==> src/rtl/wb_slave_pkg.sv <==
// Shared types and helpers for the WISHBONE register-file slave.
package wb_slave_pkg;

    typedef enum logic [1:0] {
        S_IDLE = 2'd0,
        S_WAIT = 2'd1,
        S_RESP = 2'd2
    } wb_state_e;

    localparam int DEF_DEPTH = 16;
    localparam int IDX_W     = $clog2(DEF_DEPTH);
    localparam int CNT_W     = 4;

    // Byte-address bits that select a lane inside one data word.
    function automatic int lsb_of(input int dw);
        return $clog2(dw / 8);
    endfunction

endpackage

==> src/rtl/wb_regfile_mem.sv <==
// DEPTH x DW register array with byte-lane writes, async clear and a register-0 tap.
module wb_regfile_mem
    import wb_slave_pkg::*;
#(
    parameter int DW    = 32,
    parameter int DEPTH = DEF_DEPTH,
    parameter int IW    = IDX_W
) (
    input  logic            clk_i,
    input  logic            arst_i,
    input  logic            we_i,
    input  logic [DW/8-1:0] sel_i,
    input  logic [IW-1:0]   idx_i,
    input  logic [DW-1:0]   wdat_i,
    output logic [DW-1:0]   rdat_o,
    output logic [DW-1:0]   reg0_o
);

    logic [DW-1:0] mem_q [DEPTH];

    always_ff @(posedge clk_i or negedge arst_i) begin
        if (!arst_i) begin
            for (int i = 0; i < DEPTH; i++) begin
                mem_q[i] <= '0;
            end
        end else if (we_i) begin
            for (int b = 0; b < DW / 8; b++) begin
                if (sel_i[b]) begin
                    mem_q[idx_i][b*8 +: 8] <= wdat_i[b*8 +: 8];
                end
            end
        end
    end

    assign rdat_o = mem_q[idx_i];
    assign reg0_o = mem_q[0];

endmodule

==> src/rtl/wb_slave_regfile.sv <==
// WISHBONE classic-cycle slave in front of a byte-writable register file.
// state  | meaning
// S_IDLE | waiting for cyc & stb; latches the request when seen
// S_WAIT | counting wait states; dropping cyc/stb aborts silently
// S_RESP | one-cycle ack or err, then back to idle
module wb_slave_regfile
    import wb_slave_pkg::*;
#(
    parameter int dwidth      = 32,
    parameter int awidth      = 32,
    parameter int DEPTH       = 16,
    parameter int WAIT_STATES = 1
) (
    input  logic                wb_clk_i,
    input  logic                arst_i,
    input  logic                wb_cyc_i,
    input  logic                wb_stb_i,
    input  logic                wb_we_i,
    input  logic [dwidth/8-1:0] wb_sel_i,
    input  logic [awidth-1:0]   wb_adr_i,
    input  logic [dwidth-1:0]   wb_dat_i,
    output logic [dwidth-1:0]   wb_dat_o,
    output logic                wb_ack_o,
    output logic                wb_err_o,
    output logic                wb_rty_o,
    output logic [dwidth-1:0]   ctrl_o
);

    localparam int LSB = lsb_of(dwidth);
    localparam int IW  = $clog2(DEPTH);
    localparam int SW  = dwidth / 8;

    wb_state_e          state_q;
    logic [CNT_W-1:0]   cnt_q;
    logic               we_q;
    logic [SW-1:0]      sel_q;
    logic [IW-1:0]      idx_q;
    logic [dwidth-1:0]  wdat_q;
    logic               oor_q;
    logic               ack_q;
    logic               err_q;
    logic [dwidth-1:0]  dat_q;

    logic               req;
    logic               in_oor;
    logic [IW-1:0]      in_idx;
    logic               cur_we;
    logic [SW-1:0]      cur_sel;
    logic [IW-1:0]      cur_idx;
    logic [dwidth-1:0]  cur_wdat;
    logic               cur_oor;
    logic               to_resp;
    logic               mem_we;
    logic [dwidth-1:0]  mem_rdat;

    assign req    = wb_cyc_i & wb_stb_i;
    assign in_oor = |(wb_adr_i >> (LSB + IW));
    assign in_idx = wb_adr_i[LSB +: IW];

    // With zero wait states the response is committed on the sampling edge,
    // so the live bus fields are used instead of the latched copies.
    always_comb begin
        cur_we   = we_q;
        cur_sel  = sel_q;
        cur_idx  = idx_q;
        cur_wdat = wdat_q;
        cur_oor  = oor_q;
        if (state_q == S_IDLE) begin
            cur_we   = wb_we_i;
            cur_sel  = wb_sel_i;
            cur_idx  = in_idx;
            cur_wdat = wb_dat_i;
            cur_oor  = in_oor;
        end
        to_resp = ((state_q == S_IDLE) && req && (WAIT_STATES == 0))
               || ((state_q == S_WAIT) && req && (cnt_q == '0));
        mem_we  = to_resp & cur_we & ~cur_oor;
    end

    wb_regfile_mem #(
        .DW    (dwidth),
        .DEPTH (DEPTH),
        .IW    (IW)
    ) u_mem (
        .clk_i  (wb_clk_i),
        .arst_i (arst_i),
        .we_i   (mem_we),
        .sel_i  (cur_sel),
        .idx_i  (cur_idx),
        .wdat_i (cur_wdat),
        .rdat_o (mem_rdat),
        .reg0_o (ctrl_o)
    );

    always_ff @(posedge wb_clk_i or negedge arst_i) begin
        if (!arst_i) begin
            state_q <= S_IDLE;
            cnt_q   <= '0;
            we_q    <= 1'b0;
            sel_q   <= '0;
            idx_q   <= '0;
            wdat_q  <= '0;
            oor_q   <= 1'b0;
            ack_q   <= 1'b0;
            err_q   <= 1'b0;
            dat_q   <= '0;
        end else begin
            ack_q <= 1'b0;
            err_q <= 1'b0;
            dat_q <= '0;
            if (to_resp) begin
                ack_q <= ~cur_oor;
                err_q <= cur_oor;
                if (!cur_we && !cur_oor) begin
                    dat_q <= mem_rdat;
                end
            end
            case (state_q)
                S_IDLE: begin
                    if (req) begin
                        we_q    <= wb_we_i;
                        sel_q   <= wb_sel_i;
                        idx_q   <= in_idx;
                        wdat_q  <= wb_dat_i;
                        oor_q   <= in_oor;
                        cnt_q   <= CNT_W'(WAIT_STATES - 1);
                        state_q <= (WAIT_STATES == 0) ? S_RESP : S_WAIT;
                    end
                end
                S_WAIT: begin
                    if (!req) begin
                        state_q <= S_IDLE;
                    end else if (cnt_q == '0) begin
                        state_q <= S_RESP;
                    end else begin
                        cnt_q <= cnt_q - 1'b1;
                    end
                end
                S_RESP:  state_q <= S_IDLE;
                default: state_q <= S_IDLE;
            endcase
        end
    end

    assign wb_dat_o = dat_q;
    assign wb_ack_o = ack_q;
    assign wb_err_o = err_q;
    assign wb_rty_o = 1'b0;

endmodule

==> config.mk <==
export PLATFORM = sky130hd
export DESIGN_NAME = wb_slave_regfile
export DESIGN_NICKNAME = d
export VERILOG_FILES = /design/src/rtl/wb_slave_pkg.sv /design/src/rtl/wb_regfile_mem.sv /design/src/rtl/wb_slave_regfile.sv
export SDC_FILE = /design/constraint.sdc
export NUM_CORES = 1
export LEC_CHECK = 0
export BUFFER_PORTS_ARGS = -buffer_cell sky130_fd_sc_hd__clkbuf_2
export CAP_MARGIN = 20
export CORE_MARGIN = 8
export CORE_UTILIZATION = 61
export DETAILED_ROUTE_END_ITERATION = 16
export GPL_TIMING_DRIVEN = 0
export HOLD_SLACK_MARGIN = 0.1
export PLACE_DENSITY = 0.84
export REMOVE_ABC_BUFFERS = 1
export SYNTH_ARGS = -nofsm -noshare
export SYNTH_HDL_FRONTEND = slang
export SYNTH_SLANG_ARGS = --single-unit
==> constraint.sdc <==
create_clock -name wb_clk_i -period 3.6 [get_ports wb_clk_i]
set_clock_uncertainty 0.1 [all_clocks]
set_input_delay 0.18 -clock wb_clk_i [delete_from_list [all_inputs] [get_ports wb_clk_i]]
set_output_delay 0.18 -clock wb_clk_i [all_outputs]
set_load 0.01 [all_outputs]
# After elaboration in Yosys (flattened, before gate mapping)
# Cells that the tools add are included.
[op_classes] n_lt_le_gt_ge=2 bitwise_logic=5 mux=39 eq_ne=5 reduce_logical=13 n_addsub=1
[op_table] operator="$mux 512" n=7
[op_table] operator="$bwmux 512" n=4
[op_table] operator="$demux 32 s4" n=4
[op_table] operator="$mux 32" n=6
[op_table] operator="$bmux 32 s4" n=1
[op_table] operator="$reduce_or 26->1" n=1
[op_table] operator="$mux 24" n=1
[op_table] operator="$mux 4" n=5
[op_table] operator="$mux 16" n=1
[op_table] operator="$mux 8" n=1
[op_table] operator="$pmux 4 s2" n=1
[op_table] operator="$mux 2" n=3
[op_table] operator="$ne 2x2->1 const B" n=3
[op_table] operator="$ge 5x5->1 const B" n=1
[op_table] operator="$lt 5x1->1 const B" n=1
[op_table] operator="$not 4->5" n=1
[op_table] operator="$logic_and 1x1->1" n=4
[op_table] operator="$logic_not 4->1" n=1
[op_table] operator="$mux 1" n=4
[op_table] operator="$pmux 2 s2" n=1
[op_table] operator="$reduce_and 2->1" n=2
[op_table] operator="$reduce_and 4->1" n=1
[op_table] operator="$sub 4x1->4 const B" n=1
[op_table] operator="$and 1x1->1" n=3
[op_table] operator="other kinds (6)" n=7
[totals] word_cells=91 input_bits=73 regBits=594 out_inout_bits=67

# Depth between registers and ports, before layout
[depth] word_depth=18 ltp_mapped=12 ltp_nobuf=9

# By module
# From an unflattened synthesis, not the netlist that was laid out.
[unflattened] hier_cells=1724 area_unflattened_um2=27333.7
[by_module_without_submodules] module="wb_regfile_mem" n_inst=1 seq_area_each_um2=12812.3 area_per_inst_um2=23766.5 cells_each=1472
[by_module_without_submodules] module="wb_slave_regfile" n_inst=1 seq_area_each_um2=2052.0 area_per_inst_um2=3567.2 cells_each=252

# Worst setup path after synthesis
# Ideal clock, no wire load.
[synth_timing] path_kind="flip-flop to flip-flop" from="register state_q[1]" to="register u_mem.mem_q[28] (netlist name)" setup_time_ns=0.136 stages_incl_launch_ff=12 synth_period_minus_slack_ns=2.638 path_slack_ns=0.962 arrival_ns=2.402 required_ns=3.364 n_path_buf=5 path_cell_list="dfrtp_1 -> buf_6 -> or2_4 -> buf_12 -> mux2i_1 -> or3_1 -> buf_6 -> or4b_1 -> clkbuf_1 -> buf_2 -> nand2_1 -> o21ai_1"
[synth_via] elab_chain_len=15 elab_cells_between_ends=32 classes_between="order compare (2); eq/ne (1); mux (21); bitwise (4); reduce/logical (4)"
[synth_rtl] element="start, declared" line_no="wb_slave_regfile.sv:33" source="wb_state_e state_q;"
[synth_rtl] element="start signal, assigned" line_no="wb_slave_regfile.sv:127" source="state_q <= (WAIT_STATES == 0) ? S_RESP : S_WAIT;"
[synth_rtl] element="$logic_not 2->1" line_no="wb_slave_regfile.sv:68" source="if (state_q == S_IDLE) begin"
[synth_rtl] element="$mux 4" line_no="wb_slave_regfile.sv:68"
[synth_rtl] element="$not 4->5 (not written as such)" line_no="wb_regfile_mem.sv:29" source="mem_q[idx_i][b*8 +: 8] <= wdat_i[b*8 +: 8];"
[synth_rtl] element="$demux 32 s4" line_no="wb_regfile_mem.sv:29"
[synth_rtl] element="$bwmux 512" line_no="wb_regfile_mem.sv:29"
[synth_rtl] element="$mux 512" line_no="wb_regfile_mem.sv:28" source="if (sel_i[b]) begin"
[synth_rtl] element="$mux 512" line_no="wb_regfile_mem.sv:26" source="end else if (we_i) begin"
[synth_rtl] element="$bwmux 512" line_no="wb_regfile_mem.sv:29"
[synth_rtl] element="$mux 512" line_no="wb_regfile_mem.sv:28"
[synth_rtl] element="$mux 512" line_no="wb_regfile_mem.sv:26"
[synth_rtl] element="$bwmux 512" line_no="wb_regfile_mem.sv:29"
[synth_rtl] element="$mux 512" line_no="wb_regfile_mem.sv:28"
[synth_rtl] element="$mux 512" line_no="wb_regfile_mem.sv:26"
[synth_rtl] element="$bwmux 512" line_no="wb_regfile_mem.sv:29"
[synth_rtl] element="$mux 512" line_no="wb_regfile_mem.sv:28"
[synth_rtl] element="end signal, assigned by index" line_no="wb_regfile_mem.sv:29"
[synth_rtl] element="end, declared" line_no="wb_regfile_mem.sv:19" source="logic [DW-1:0] mem_q [DEPTH];"
# Parallel ways exist; a longest one is shown, timed or not. The select of a mux whose other input is x is not followed.
# A chain may end at the register's enable or synchronous reset.

# Worst setup path in the final report
[layout_timing] from="register cnt_q[0]" to="register u_mem.mem_q[187] (netlist name)"
[layout_via] elab_chain_len=4
[layout_rtl] element="start, declared" line_no="wb_slave_regfile.sv:34" source="logic [CNT_W-1:0] cnt_q;"
[layout_rtl] element="start signal, assigned" line_no="wb_slave_regfile.sv:126" source="cnt_q <= CNT_W'(WAIT_STATES - 1);"
[layout_rtl] element="start signal, assigned" line_no="wb_slave_regfile.sv:136" source="cnt_q <= cnt_q - 1'b1;"
[layout_rtl] element="$logic_not 4->1" line_no="wb_slave_regfile.sv:76" source="|| ((state_q == S_WAIT) && req && (cnt_q == '0));"
[layout_rtl] element="$logic_and 1x1->1" line_no="wb_slave_regfile.sv:76"
[layout_rtl] element="$and 1x1->1 (2 in series)" line_no="wb_slave_regfile.sv:77" source="mem_we = to_resp & cur_we & ~cur_oor;"
# Every way passes these cells.

==> out/results.tsv <==
metric	value	unit
Initial DRT Pass Iterations	7	
critical path arrival	4.01	ns
Buffers & Inverters on Critical Path	2	
vias in the first global route	21428	
GRT Total Usage	27.7	%
clk buf depth	3	
ant diodes	0	
Yosys reg bits	594	
# rows	76	
Critical R2R Capture	u_mem.mem_q[187]$_DFFE_PN0P_	
antenna violations before repair	2	
Max-Cap Viols	0	
gr ovfl total	0	
post-route minimum period	3.58	ns
Avg Synthesized Cell Area	10.4	um2
sequential area share after synthesis	56.7	%
RSZ-0062 raised after global routing	true	
count of cell types in the netlist	43	
DRC errors left	0	
Worst R2R Start	cnt_q[0]$_DFFE_PN0P_	
setup slack, reg-to-reg	0.02	ns
status	completed	
depth of the CTS H-tree	2	
Crit. End Element	flop	
DRT Wirelength	72.9	mm
# fillers	2704	
Setup TNS	0	ns
via count	21290	
Pleak	0.0140	uW
Final Wtd Congestion	0.794	
crit path kind	flop to flop	
fin nets	2716	
CTS tree	done	
Pwr Total	16500	uW
Die W	223	um
required time of the critical path	4.02	ns
clock transition at the registers of the reported paths	0.06	ns
Slew HR	30.5	%
Fin. Hold Viols	0	
final hold slack	0.102	ns
largest net degree at the start of global routing	121	
CP max stage delay	0.79	ns
Root Buffer	clkbuf_16	
Mapped Area	0.0262	mm2
port bufs	136	
hold crit path type	input port to async pin	
Fmax achieved	0.279	GHz
clk_lat worst skew	0.61	ns
placed wire-length estimate	44.3	mm
Vias/cell	6.59	
Period Utilization, post-route	99.6	%
Detail Route Antenna Nets	0	
Worst Path Max Fanout	38	
Worst Max-Slew Pin Slew	1.03	ns
area grow syn2layout	15.7	%
total CTS buffers	59	
global-route wire length before repair	113	mm
die area	0.0499	mm2
core box area	0.0428	mm2
Syn Inst Count	2525	
pwr/cell area	546	mW/mm2
CTS sink count	594	
Iter 0 DRT Violations	2564	
Setup-failing EPs final	0	
CP Cell Sequence	inv_1 > ha_1 > nor3b_1 > nand3_1 > or3_4 > buf_16 > nor4_4 > nor2_1 > a21oi_1	
path depth of the worst reg2reg path	9	
I/O pins	140	
WL/cell	22.5	um
share of layout cells above drive strength 1	18.7	%
Yosys warnings	0	
CP startpoint kind	flop	
Critical Path Slowest Stage Cell	nor4_4	
peak supply drop	418	uV
die height	223	um
initial core utilization	61.3	%
Crit path max-delay family	simple AND/OR/NAND/NOR gates	
max-slew violation count	0	
==> registers in the layout, indices dropped and copies added (netlist names) <==
register      cells
wdat_q           32
state_q           2
sel_q             4
wb_ack_o          1
oor_q             1
cnt_q             4
wb_err_o          1
wb_dat_o         32
u_mem.mem_q     480
idx_q             4
we_q              1
u_mem.reg0_o     32
==> final cells by class <==
cell class                      count  area [um2]  share of cell area [%]
Sequential cell                   594       14900                    49.0
Multi-Input combinational cell   1677        9770                    32.2
Timing Repair Buffer              301        3010                    9.93
Clock buffer                       86        1730                    5.71
Tap cell                          546         683                    2.25
Clock inverter                     19         233                   0.768
Inverter                            9        33.8                   0.111
==> metrics by stage <==
stage	utilization (%)	worst slack (ns)	area, um2	cells
6_report	70.9	0.0155	30300	3232
5_1_grt	70.9	-0.132	30300	3232
4_1_cts	69.5	0.0130	29700	3190
3_5_place_dp	63.5	-0.0709	27200	3028
3_3_place_gp	60.4	-10.53	25900	2960
2_1_floorplan	-	-1.40	24500	2278
==> power breakdown <==
group / switching (uW) / internal [uW]
Sequential: 211 / 6970
Combinational: 1960 / 1160
Clock: 2570 / 3670
Total: 4750 / 11800
==> worst max path at each step <==
stage                                       from                            to  slack [ns]  cells past startpoint
after CTS                   cnt_q[0]$_DFFE_PN0P_  u_mem.mem_q[413]$_DFFE_PN0P_        0.01                      8
after global placement                    arst_i  u_mem.mem_q[344]$_DFFE_PN0P_      -10.53                      1
after detailed placement  state_q[0]$_DFFE_PN0P_  u_mem.mem_q[413]$_DFFE_PN0P_       -0.07                      6
after floorplan           state_q[0]$_DFFE_PN0P_   u_mem.mem_q[31]$_DFFE_PN0P_       -1.40                      5
after global routing        cnt_q[0]$_DFFE_PN0P_  u_mem.mem_q[187]$_DFFE_PN0P_       -0.13                      9
final                       cnt_q[0]$_DFFE_PN0P_  u_mem.mem_q[187]$_DFFE_PN0P_        0.02                      9
==> timing repair <==
action	4_1_cts	5_1_grt
buffers inserted	5	37
cloned	0	2
setup endpoints to repair	41	343
endpoints found under the hold margin	516	0
hold buffers	52	0
pin swaps	5	28
resized for setup	1	6
==> tightest hold or removal path: cells and delay by family <==
family / cells / cell delay, ns
buffers and inverters: 3 / 1.00
==> layout by cell type (no fill, tap or decap), drive strengths merged, types with 2 or more instances in the layout <==
cell type	netlist	layout
a21oi	384	384
a31oi	4	4
buf	176	114
bufinv	0	5
clkbuf	71	222
clkinv	0	12
clkinvlp	0	2
dfrtp	594	594
dlygate4sd3	0	51
inv	9	9
mux2	39	39
mux2i	37	37
nand2	135	135
nand2b	4	4
nand3	5	5
nand4	33	33
nor2	422	423
nor4	56	56
nor4b	2	2
o21a	2	2
o21ai	263	263
o22ai	257	257
o31ai	2	2
or3	13	14
or4b	4	4
==> metal layers <==
| metal | track usage (%) | wire (um) | vias up |
|---|---|---|---|
| met5 | 0 | 13 | - |
| met4 | 12.9 | 3080 | 2 |
| met3 | 4.60 | 6460 | 282 |
| met2 | 45.8 | 35700 | 1292 |
| met1 | 35.5 | 27600 | 10513 |
| li1 | - | - | 9201 |
==> cells by family (layout without fill, tap and decap cells) <==
group / after synthesis / after routing / synth area share, %
AO/OA/AOI/OAI: 914 / 914 / 19.5
AND/OR/NAND/NOR: 681 / 683 / 13.8
flip-flops: 594 / 594 / 56.7
buffers and inverters: 256 / 415 / 6.71
multiplexers: 76 / 76 / 3.09
XOR/XNOR: 2 / 2 / 0.0668
adder cells (fa/ha/maj): 1 / 1 / 0.0477
other: 1 / 1 / 0.0143
==> cells in the mapped netlist, drive strengths merged <==
library cell	count	area [um2]
o211ai	1	7.51
mux2	39	439
nand2	135	507
nor4	56	1070
inv	9	33.8
o21a	2	15.0
or2b	1	7.51
xnor2	1	8.76
nor3b	1	7.51
dfrtp	594	14900
ha	1	12.5
and3b	1	8.76
and3	1	6.26
clkbuf	71	270
buf	176	1460
or3	13	81.3
or2	1	8.76
a21oi	384	2060
mux2i	37	370
xor2	1	8.76
nor2	422	1600
a31oi	4	85.1
nand2b	4	25.0
nand4	33	206
nand3	5	25.0
conb	1	3.75
nor4b	2	17.5
o21ai	263	1320
o31a	1	8.76
or4b	4	40.0
nand3b	1	7.51
nor4bb	1	10.0
o31ai	2	15.0
o22ai	257	1610
Note: power is estimated with default switching activity, not from simulation.
